<file path="src/rtl/serial_tx.sv">
`default_nettype none
// ============================================================================
// Module   : serial_tx
// Brief    : Parallel-load serial transmitter: start(1), WIDTH data bits MSB
//            first, optional even parity, stop(0); idle line level is 0.
// Revision : 1.0 - initial release
// ============================================================================
module serial_tx #(
    parameter int WIDTH  = 4,
    parameter int DIV    = 1,
    parameter int PARITY = 0
) (
    input  logic             ck,
    input  logic             res,
    input  logic [WIDTH-1:0] din,
    input  logic             load,
    output logic             ready,
    output logic             so,
    output logic             busy,
    output logic             done
);

    localparam int               c_BCW      = (WIDTH > 1) ? $clog2(WIDTH) : 1;
    localparam logic [7:0]       c_DIV_LAST = 8'(DIV - 1);
    localparam logic [7:0]       c_DIV_ONE  = 8'd1;
    localparam logic [c_BCW-1:0] c_BIT_LAST = c_BCW'(WIDTH - 1);
    localparam logic [c_BCW-1:0] c_BIT_ONE  = c_BCW'(1);
    localparam logic [c_BCW-1:0] c_BIT_ZERO = '0;

    typedef enum logic [2:0] {
        S_IDLE  = 3'd0,
        S_START = 3'd1,
        S_DATA  = 3'd2,
        S_PAR   = 3'd3,
        S_STOP  = 3'd4
    } state_t;

    state_t             r_state;
    logic [WIDTH-1:0]   r_shift;
    logic               r_par;
    logic [7:0]         r_div_cnt;
    logic [c_BCW-1:0]   r_bit_cnt;
    logic               r_so;
    logic               r_busy;
    logic               r_done;
    logic               r_ready;

    logic               w_bit_end;
    logic [WIDTH-1:0]   w_shift_next;

    assign w_bit_end    = (r_div_cnt == 8'd0);
    assign w_shift_next = r_shift << 1;

    assign ready = r_ready;
    assign so    = r_so;
    assign busy  = r_busy;
    assign done  = r_done;

    always_ff @(posedge ck or posedge res) begin
        if (res) begin
            r_state   <= S_IDLE;
            r_shift   <= '0;
            r_par     <= 1'b0;
            r_div_cnt <= 8'd0;
            r_bit_cnt <= c_BIT_ZERO;
            r_so      <= 1'b0;
            r_busy    <= 1'b0;
            r_done    <= 1'b0;
            r_ready   <= 1'b1;
        end else begin
            r_done <= 1'b0;
            case (r_state)
                S_IDLE: begin
                    // Counters stay frozen here; they are reloaded on acceptance.
                    if (load) begin
                        r_shift   <= din;
                        r_par     <= ^din;
                        r_div_cnt <= c_DIV_LAST;
                        r_bit_cnt <= c_BIT_LAST;
                        r_so      <= 1'b1;
                        r_busy    <= 1'b1;
                        r_ready   <= 1'b0;
                        r_state   <= S_START;
                    end
                end
                S_START: begin
                    if (w_bit_end) begin
                        r_div_cnt <= c_DIV_LAST;
                        r_so      <= r_shift[WIDTH-1];
                        r_state   <= S_DATA;
                    end else begin
                        r_div_cnt <= r_div_cnt - c_DIV_ONE;
                    end
                end
                S_DATA: begin
                    if (w_bit_end) begin
                        r_div_cnt <= c_DIV_LAST;
                        if (r_bit_cnt == c_BIT_ZERO) begin
                            if (PARITY != 0) begin
                                r_so    <= r_par;
                                r_state <= S_PAR;
                            end else begin
                                r_so    <= 1'b0;
                                r_state <= S_STOP;
                            end
                        end else begin
                            r_bit_cnt <= r_bit_cnt - c_BIT_ONE;
                            r_shift   <= w_shift_next;
                            r_so      <= w_shift_next[WIDTH-1];
                        end
                    end else begin
                        r_div_cnt <= r_div_cnt - c_DIV_ONE;
                    end
                end
                S_PAR: begin
                    if (w_bit_end) begin
                        r_div_cnt <= c_DIV_LAST;
                        r_so      <= 1'b0;
                        r_state   <= S_STOP;
                    end else begin
                        r_div_cnt <= r_div_cnt - c_DIV_ONE;
                    end
                end
                S_STOP: begin
                    if (w_bit_end) begin
                        r_so    <= 1'b0;
                        r_busy  <= 1'b0;
                        r_ready <= 1'b1;
                        r_done  <= 1'b1;
                        r_state <= S_IDLE;
                    end else begin
                        r_div_cnt <= r_div_cnt - c_DIV_ONE;
                    end
                end
                default: begin
                    r_so    <= 1'b0;
                    r_busy  <= 1'b0;
                    r_ready <= 1'b1;
                    r_state <= S_IDLE;
                end
            endcase
        end
    end

endmodule
`default_nettype wire
</file>
<file path="config.mk">
export PLATFORM = sky130hd
export DESIGN_NAME = serial_tx
export DESIGN_NICKNAME = d
export VERILOG_FILES = /design/src/rtl/serial_tx.sv
export SDC_FILE = /design/constraint.sdc
export NUM_CORES = 1
export LEC_CHECK = 0
export CORE_ASPECT_RATIO = 1.2
export CORE_MARGIN = 10
export CORE_UTILIZATION = 62
export DETAILED_ROUTE_END_ITERATION = 8
export DONT_BUFFER_PORTS = 1
export PLACE_DENSITY = 0.78
export SETUP_SLACK_MARGIN = 0.15
export SLEW_MARGIN = 20
export SYNTH_ARGS = -nofsm -noshare
export SYNTH_HDL_FRONTEND = slang
export SYNTH_SLANG_ARGS = --single-unit
</file>
<file path="constraint.sdc">
create_clock -name ck -period 6.16 [get_ports ck]
set_input_delay 1.54 -clock ck [delete_from_list [all_inputs] [get_ports ck]]
set_output_delay 1.54 -clock ck [all_outputs]
set_load 0.02 [all_outputs]
</file>
## After elaboration in Yosys (flattened, before gate mapping)

Cells that the tools add are included.
W data, S select, Z words.

- Flip-flop bits (word level): 21
- Bits of input ports: 7
- Logic and storage cells: 67
- Bits in latches: 0
- Memory bits (read-only): 0
- Memory bits (writable): 0
- Output and inout bits: 4
- Memories: 0

- Eq/ne operators: 13
- Div/mod/pow operators: 0
- Reduce and logical (&&, ||, !) cells: 12
- Magnitude comparators: 0
- Bitwise logic cells: 1
- Multipliers: 0
- Shift operators: 0
- Add/sub/neg operators: 2
- Mux-type cells: 31

Operator list:

| kind | number |
|---|---|
| $mux W8 | 3 |
| $pmux W8 S3 | 1 |
| $mux W3 | 6 |
| $ne A2 B2 Y1 const B | 8 |
| $pmux W3 S5 | 1 |
| $mux W4 | 3 |
| $mux W1 | 9 |
| $logic_not A8 Y1 | 1 |
| $pmux W4 S2 | 1 |
| $reduce_and A4 Y1 | 2 |
| $sub A8 B1 Y8 const B | 1 |
| $eq A3 B2 Y1 const B | 2 |
| $mux W2 | 3 |
| $pmux W1 S3 | 2 |
| $reduce_and A3 Y1 | 2 |
| $reduce_and A6 Y1 | 1 |
| $pmux W1 S4 | 1 |
| $pmux W2 S2 | 1 |
| $eq A3 B1 Y1 const B | 1 |
| $eq A3 B3 Y1 const B | 1 |
| $logic_not A3 Y1 | 1 |
| $reduce_bool A3 Y1 | 1 |
| $reduce_or A3 Y1 | 1 |
| $logic_not A2 Y1 | 1 |
| other kinds (5) | 5 |

## Longest topological paths before layout

Gate-level depths: netlist of run 1.

- Depth in word-level cells: 4
- Mapped depth: 7
- Gate-level depth less buffers: 6

## Least setup slack after synthesis of run 1

OpenSTA, ideal clock, no wires.

- Path kind: input to register
- Start: in load
- End: reg r_bit_cnt[0]
- Library setup time: 125 ps
- Stages on the path: 4
- Buffers on the path: 0
- Slack: 3364 ps
- Required time: 6035 ps
- Arrival: 2672 ps
- Path through: or3b_1 -> nor2_1 -> a2bb2oi_2 -> mux2_2

- Longest elaborated chain between the ends: 2

Ends and longest elaborated chain:

| what | line | source |
|---|---|---|
| start: declaration | 16 | `input logic load,` |
| $ne A2 B2 Y1 (no source line) | -- |  |
| $reduce_and A4 Y1 (no source line) | -- |  |
| end signal: assignment | 65 | `r_bit_cnt <= c_BIT_ZERO;` |
| end signal: assignment | 79 | `r_bit_cnt <= c_BIT_LAST;` |
| end signal: assignment | 107 | `r_bit_cnt <= r_bit_cnt - c_BIT_ONE;` |
| end: declaration | 42 | `logic [c_BCW-1:0] r_bit_cnt;` |

Every way passes these cells.
A chain may end at the register's enable or synchronous reset.

## Worst setup path after layout of run 1

- Start: in load
- End: reg r_bit_cnt[1]

The elaborated chain is that of the path after synthesis.

==> impl_metrics.env, run 1 <==
export IMPL_synth_cell_types=45
export IMPL_synth_ff_type="dfrtp_1"
export IMPL_crit_chain="or3b_1, nor2_1, a2bb2oi_2, mux2_2"
export IMPL_totalWireLength_mm=2.43
export IMPL_design_portCount=11
export IMPL_die_w_um=61.6
export IMPL_synth_nets=141
export IMPL_syn_avg_cell_area_um2=9.74
export IMPL_layout_common_cells="dfrtp_1 (20), a21oi_1 (13), mux2_2 (9), inv_1 (9), nand2_1 (8)"
export IMPL_wl_per_cell_um=16.3
export IMPL_power_density_nw_per_um2=520
export IMPL_yosysWarnings=0
export IMPL_final_setup_viol_count=0
export IMPL_grt_use_total_pct=12.6
export IMPL_clock_sinks=21
export IMPL_fin_hold_ws_ns=0.524
export IMPL_post_cts_buffers=0
export IMPL_final_nets=139
export IMPL_overflow=0
export IMPL_synth_area_top_cells="dfrtp_1 (39%), mux2_2 (7.9%), a21oi_1 (5.1%)"
export IMPL_crit_path_end_kind="flip-flop"
export IMPL_syn_area_um2=1290
export IMPL_netlist_area_leader_share_pct=38.9
export IMPL_cts_buffers=3
export IMPL_cp_arrival_ns=2.79
export IMPL_layout_cells_non_filler=149
export IMPL_routed_via_count=951
export IMPL_slew_viol_final=0
export IMPL_hold_viol=0
export IMPL_htreeDepth=1
export IMPL_drive_gt1_share_pct=18.6
export IMPL_routed_via_density=6.38
export IMPL_cp_start_kind="input port"
export IMPL_crit_required_ns=6.37
export IMPL_grt_pass1_wl_mm=4.34
export IMPL_cts_repair_resized=0
export IMPL_io_buffers=0
export IMPL_slowest_stage="mux2_2"
export IMPL_synth_top_cell_by_area="dfrtp_1"
export IMPL_die_y_um=69.9
export IMPL_rsz0062_at_grt="no"
export IMPL_first_iter_violations=29
export IMPL_cp_max_fo=6
export IMPL_clockBufferDepth=2
export IMPL_tns_ns=0
export IMPL_critPathMaxStageDelay_ns=0.38
export IMPL_stdcell_area_um2=1300
export IMPL_final_common_cell="dfrtp_1"
export IMPL_ys_seq_area_share_pct=41.0
export IMPL_drv_cap=0
export IMPL_grt_max_degree=22
export IMPL_clk_latency_ns=0.31
export IMPL_core_rowCount=18
export IMPL_dr_pass1_iters=4
export IMPL_status="finished, final reports clean"
export IMPL_area_growth_pct=0.973
export IMPL_finalCritPeriodShare_pct=41.8
export IMPL_dp_hpwl_mm=1.87
export IMPL_die_area_um2=4300
export IMPL_vdd_drop_max_mv=0.402
export IMPL_synth_edf_count=0
export IMPL_crit_type="input port to flip-flop"
export IMPL_clkTransAtPathRegs_ns=0.12
export IMPL_core_area_um2=2030
export IMPL_place_inst=145
export IMPL_maxSlewHeadroom_pct=49.7
export IMPL_post_route_min_period_ns=2.57
export IMPL_synth_seq_cells=21
export IMPL_routabilityCongestion=0.821
export IMPL_tightest_slew_ns=0.754
export IMPL_finClkSkew_ns=0.00567
export IMPL_cts_tree="built"
export IMPL_place_area_um2=1270
export IMPL_hp_class="flip-flop to flip-flop"
export IMPL_regToRegSetupSlack_ns=3.84
export IMPL_grt_pass1_vias=978
export IMPL_drc=0
export IMPL_power_leakage_nw=0.520
export IMPL_diodes=0
export IMPL_root_buffer="clkbuf_4"
export IMPL_ys_async_sr_fraction_pct=100
export IMPL_antenna_left=0
export IMPL_hold_buffers=0
export IMPL_p_total_mw=0.676
export IMPL_netlist_instances=132
export IMPL_fmax_mhz=388
export IMPL_antenna_found_initial=0
export IMPL_initial_core_util_pct=63.5
## registers in the layout, summed over array words and instances, names as in the netlist
| register | cells |
|---|---|
| r_div_cnt | 8 |
| r_shift | 4 |
| r_state | 3 |
| r_bit_cnt | 2 |
| busy | 1 |
| done | 1 |
| ready | 1 |
| so | 1 |
## report_power, final
group	switching (mW)	internal [mW]	total (mW)
registers	0.0862	0.195	0.281
logic	0.167	0.160	0.327
clock network	0.0425	0.0254	0.0679
## final cells by class
type / instances / area [um^2]
Inverter: 9 / 33.8
Sequential cell: 21 / 527
Clock buffer: 4 / 26.3
Multi-Input combinational cell: 95 / 687
Tap cell: 20 / 25.0
Fill cell: 164 / 728
## cells in the mapped netlist, drive strengths merged (3+ instances only)
library cell,number
dfrtp,20
mux2,9
or3,3
o21ai,7
nor3,3
inv,9
a21oi,13
nor2,9
buf,5
nor3b,3
o31ai,4
a211oi,5
or4,3
nand2,9
## final timing paths
kind	endpoint	startpoint	depth (start not counted)
setup / recovery	r_bit_cnt[1]	load	4
hold / removal	r_shift[1]	r_shift[1]	1
setup reg to reg	r_bit_cnt[1]	r_div_cnt[0]	6
hold reg to reg	r_shift[1]	r_shift[1]	1
max in group asynchronous	busy	res	1
min in group asynchronous	done	res	1
## through the flow
step | setup slack (ns) | util (%)
finish | 3.59 | 64.1
global route | 3.49 | 64.1
CTS | 3.58 | 64.1
detailed placement | 3.24 | 62.8
global placement | 3.29 | 62.8
floorplan | 3.36 | -
## cells by family after synthesis
kind of cell    after synthesis  share of synthesized area (%)
flops                        21                           41.0
fa+ha+maj                     3                           2.72
compound gates               39                           20.5
xor+xnor                      1                          0.681
simple gates                 43                           21.6
mux                           9                           7.88
buf+inv                      16                           5.64
## routing by layer
metal / track usage [%] / wire length, um / up-vias
li1: - / - / 480
met1: 14.3 / 1000 / 451
met2: 21.3 / 1280 / 15
met3: 3.98 / 114 / 5
met4: 3.73 / 31 / 0
met5: 0 / 0 / -
## worst max-delay path: cells and delay by family
| family | cells | cell delay, ns |
|---|---|---|
| AO/OA/AOI/OAI | 1 | 0.32 |
| AND/OR/NAND/NOR | 2 | 0.54 |
| multiplexers | 1 | 0.38 |
(Power assumes the default switching activity.)
==> run 2, diff against run 1 <==
CORE_UTILIZATION = 55   (was 62)
PLACE_DENSITY = 0.73   (was 0.78)
clock period = 2.35 ns   (was 6.16 ns; I/O delays follow)
==> impl_metrics.env, run 2 (same netlist as run 1, synthesis figures left out) <==
export IMPL_hold_viol=0
export IMPL_drv_cap=0
export IMPL_antenna_found_initial=0
export IMPL_power_leakage_nw=0.564
export IMPL_rsz0062_at_grt="no"
export IMPL_totalWireLength_mm=2.61
export IMPL_grt_pass1_wl_mm=4.36
export IMPL_crit_start="r_div_cnt[0]"
export IMPL_clockPowerShare_pct=9.2
export IMPL_clk_latency_ns=0.31
export IMPL_final_setup_viol_count=0
export IMPL_power_density_nw_per_um2=1370
export IMPL_status="finished, final reports clean"
export IMPL_tns_ns=0
export IMPL_tightest_slew_ns=0.779
export IMPL_regMostFlops="r_div_cnt"
export IMPL_fin_hold_ws_ns=0.294
export IMPL_wl_per_cell_um=15.5
export IMPL_design_portCount=11
export IMPL_layout_common_cells="dfrtp_1 (20), a21oi_1 (13), mux2_2 (9), inv_1 (9)"
export IMPL_core_rowCount=19
export IMPL_p_total_mw=1.89
export IMPL_r2r_cells=6
export IMPL_area_growth_pct=7.59
export IMPL_drive_gt1_share_pct=23.4
export IMPL_fmax_mhz=510
export IMPL_initial_core_util_pct=57.0
export IMPL_vdd_drop_max_mv=0.936
export IMPL_routed_via_count=1010
export IMPL_crit_path_end_kind="flip-flop"
export IMPL_largest_reg_flops=8
export IMPL_cts_tree="built"
export IMPL_r2r_end="r_bit_cnt[1]"
export IMPL_final_nets=147
export IMPL_regToRegSetupSlack_ns=0.39
export IMPL_root_buffer="clkbuf_4"
export IMPL_die_w_um=64.1
export IMPL_grt_max_degree=22
export IMPL_intPower_mw=1.09
export IMPL_power_switching_mw=0.805
export IMPL_cp_start_kind="flip-flop"
export IMPL_die_y_um=73.0
export IMPL_seq_power_share_pct=38.6
export IMPL_routabilityCongestion=0.877
export IMPL_slew_viol_final=0
export IMPL_core_area_um2=2260
export IMPL_dr_pass1_iters=4
export IMPL_clock_sinks=21
export IMPL_final_common_cell="dfrtp_1"
export IMPL_antenna_left=0
export IMPL_grt_use_total_pct=11.5
export IMPL_htreeDepth=1
export IMPL_diodes=0
export IMPL_post_route_min_period_ns=1.96
export IMPL_die_area_um2=4680
export IMPL_first_iter_violations=16
export IMPL_routed_via_density=6.01
export IMPL_crit_type="flip-flop to flip-flop"
export IMPL_finalCritPeriodShare_pct=83.4
export IMPL_cp_arrival_ns=2.17
export IMPL_top_regs="r_div_cnt x8, r_shift x4, r_state x3"
export IMPL_comb_power_share_pct=52.2
export IMPL_overflow=0
export IMPL_crit_required_ns=2.55
export IMPL_dp_hpwl_mm=1.95
export IMPL_clkTransAtPathRegs_ns=0.11
export IMPL_r2r_start="r_div_cnt[0]"
export IMPL_grt_pass1_vias=950
export IMPL_finClkSkew_ns=0.00312
export IMPL_cts_buffers=3
export IMPL_io_buffers=0
export IMPL_swShare_pct=42.6
export IMPL_clockBufferDepth=2
export IMPL_maxSlewHeadroom_pct=48.0
export IMPL_cp_max_fo=9
export IMPL_drc=0
export IMPL_post_route_util_pct=61.3
export IMPL_hp_class="input port to asynchronous set/reset pin"
[run 2: cell types whose count changed in the layout (fill, tap and decap cells not counted), sizes merged]
cell  change
buf       +8
[run 2: stage by stage]
step | setup slack, ns | std cells | area (um^2)
floorplan | 0.333 | 132 | 1290
detailed placement | 0.327 | 164 | 1350
global placement | 0.416 | 164 | 1350
finish | 0.389 | 168 | 1380
CTS | 0.314 | 168 | 1370
global route | 0.199 | 168 | 1380
[run 2: area by class of cell]
class,instances,area (um^2)
Clock buffer,4,26.3
Fill cell,199,875
Inverter,9,33.8
Multi-Input combinational cell,95,698
Sequential cell,21,527
Tap cell,31,38.8
Timing Repair Buffer,8,60.1
[run 2: power groups by stage]
stage | Combinational [mW] | Clock (mW) | Sequential [mW]
after global routing | 1.10 | 0.200 | 0.762
after global placement | 0.952 | 0 | 0.727
after floorplan | 0.844 | 0 | 0.621
after CTS | 0.973 | 0.176 | 0.730
final | 0.987 | 0.174 | 0.731
after detailed placement | 0.967 | 0 | 0.738
[run 2: worst max-delay path by stage]
stage                        end  slack (ns)  cells past startpoint
floorplan           r_bit_cnt[0]        0.33                      7
global placement      r_shift[3]        0.42                      6
detailed placement    r_shift[1]        0.33                      6
CTS                   r_shift[1]        0.31                      6
global route        r_bit_cnt[1]        0.20                      6
finish              r_bit_cnt[1]        0.39                      6
[run 2: layer usage]
metal  global-route usage (%)  wire (um)  up-vias
li1                         -          -      499
met1                     12.7       1040      488
met2                     19.3       1360       16
met3                     3.07        128        7
met4                     7.38         77        0
met5                        0          0        -
[run 2: critical path, cell delays in order (launching register included)]
cell and delay (ns):
dfrtp_1 0.47, inv_1 0.09, ha_1 0.24, nor3b_2 0.24, nand2_2 0.18, a2bb2oi_4 0.27, mux2_2 0.36
[run 2: repair_timing]
item | 4_1_cts | 5_1_grt
hold buffers | 0 | 0
resized for setup | 0 | 1
endpoints found under the hold margin | 0 | 0
endpoints found under the setup margin | 0 | 5
setup buffers | 0 | 0
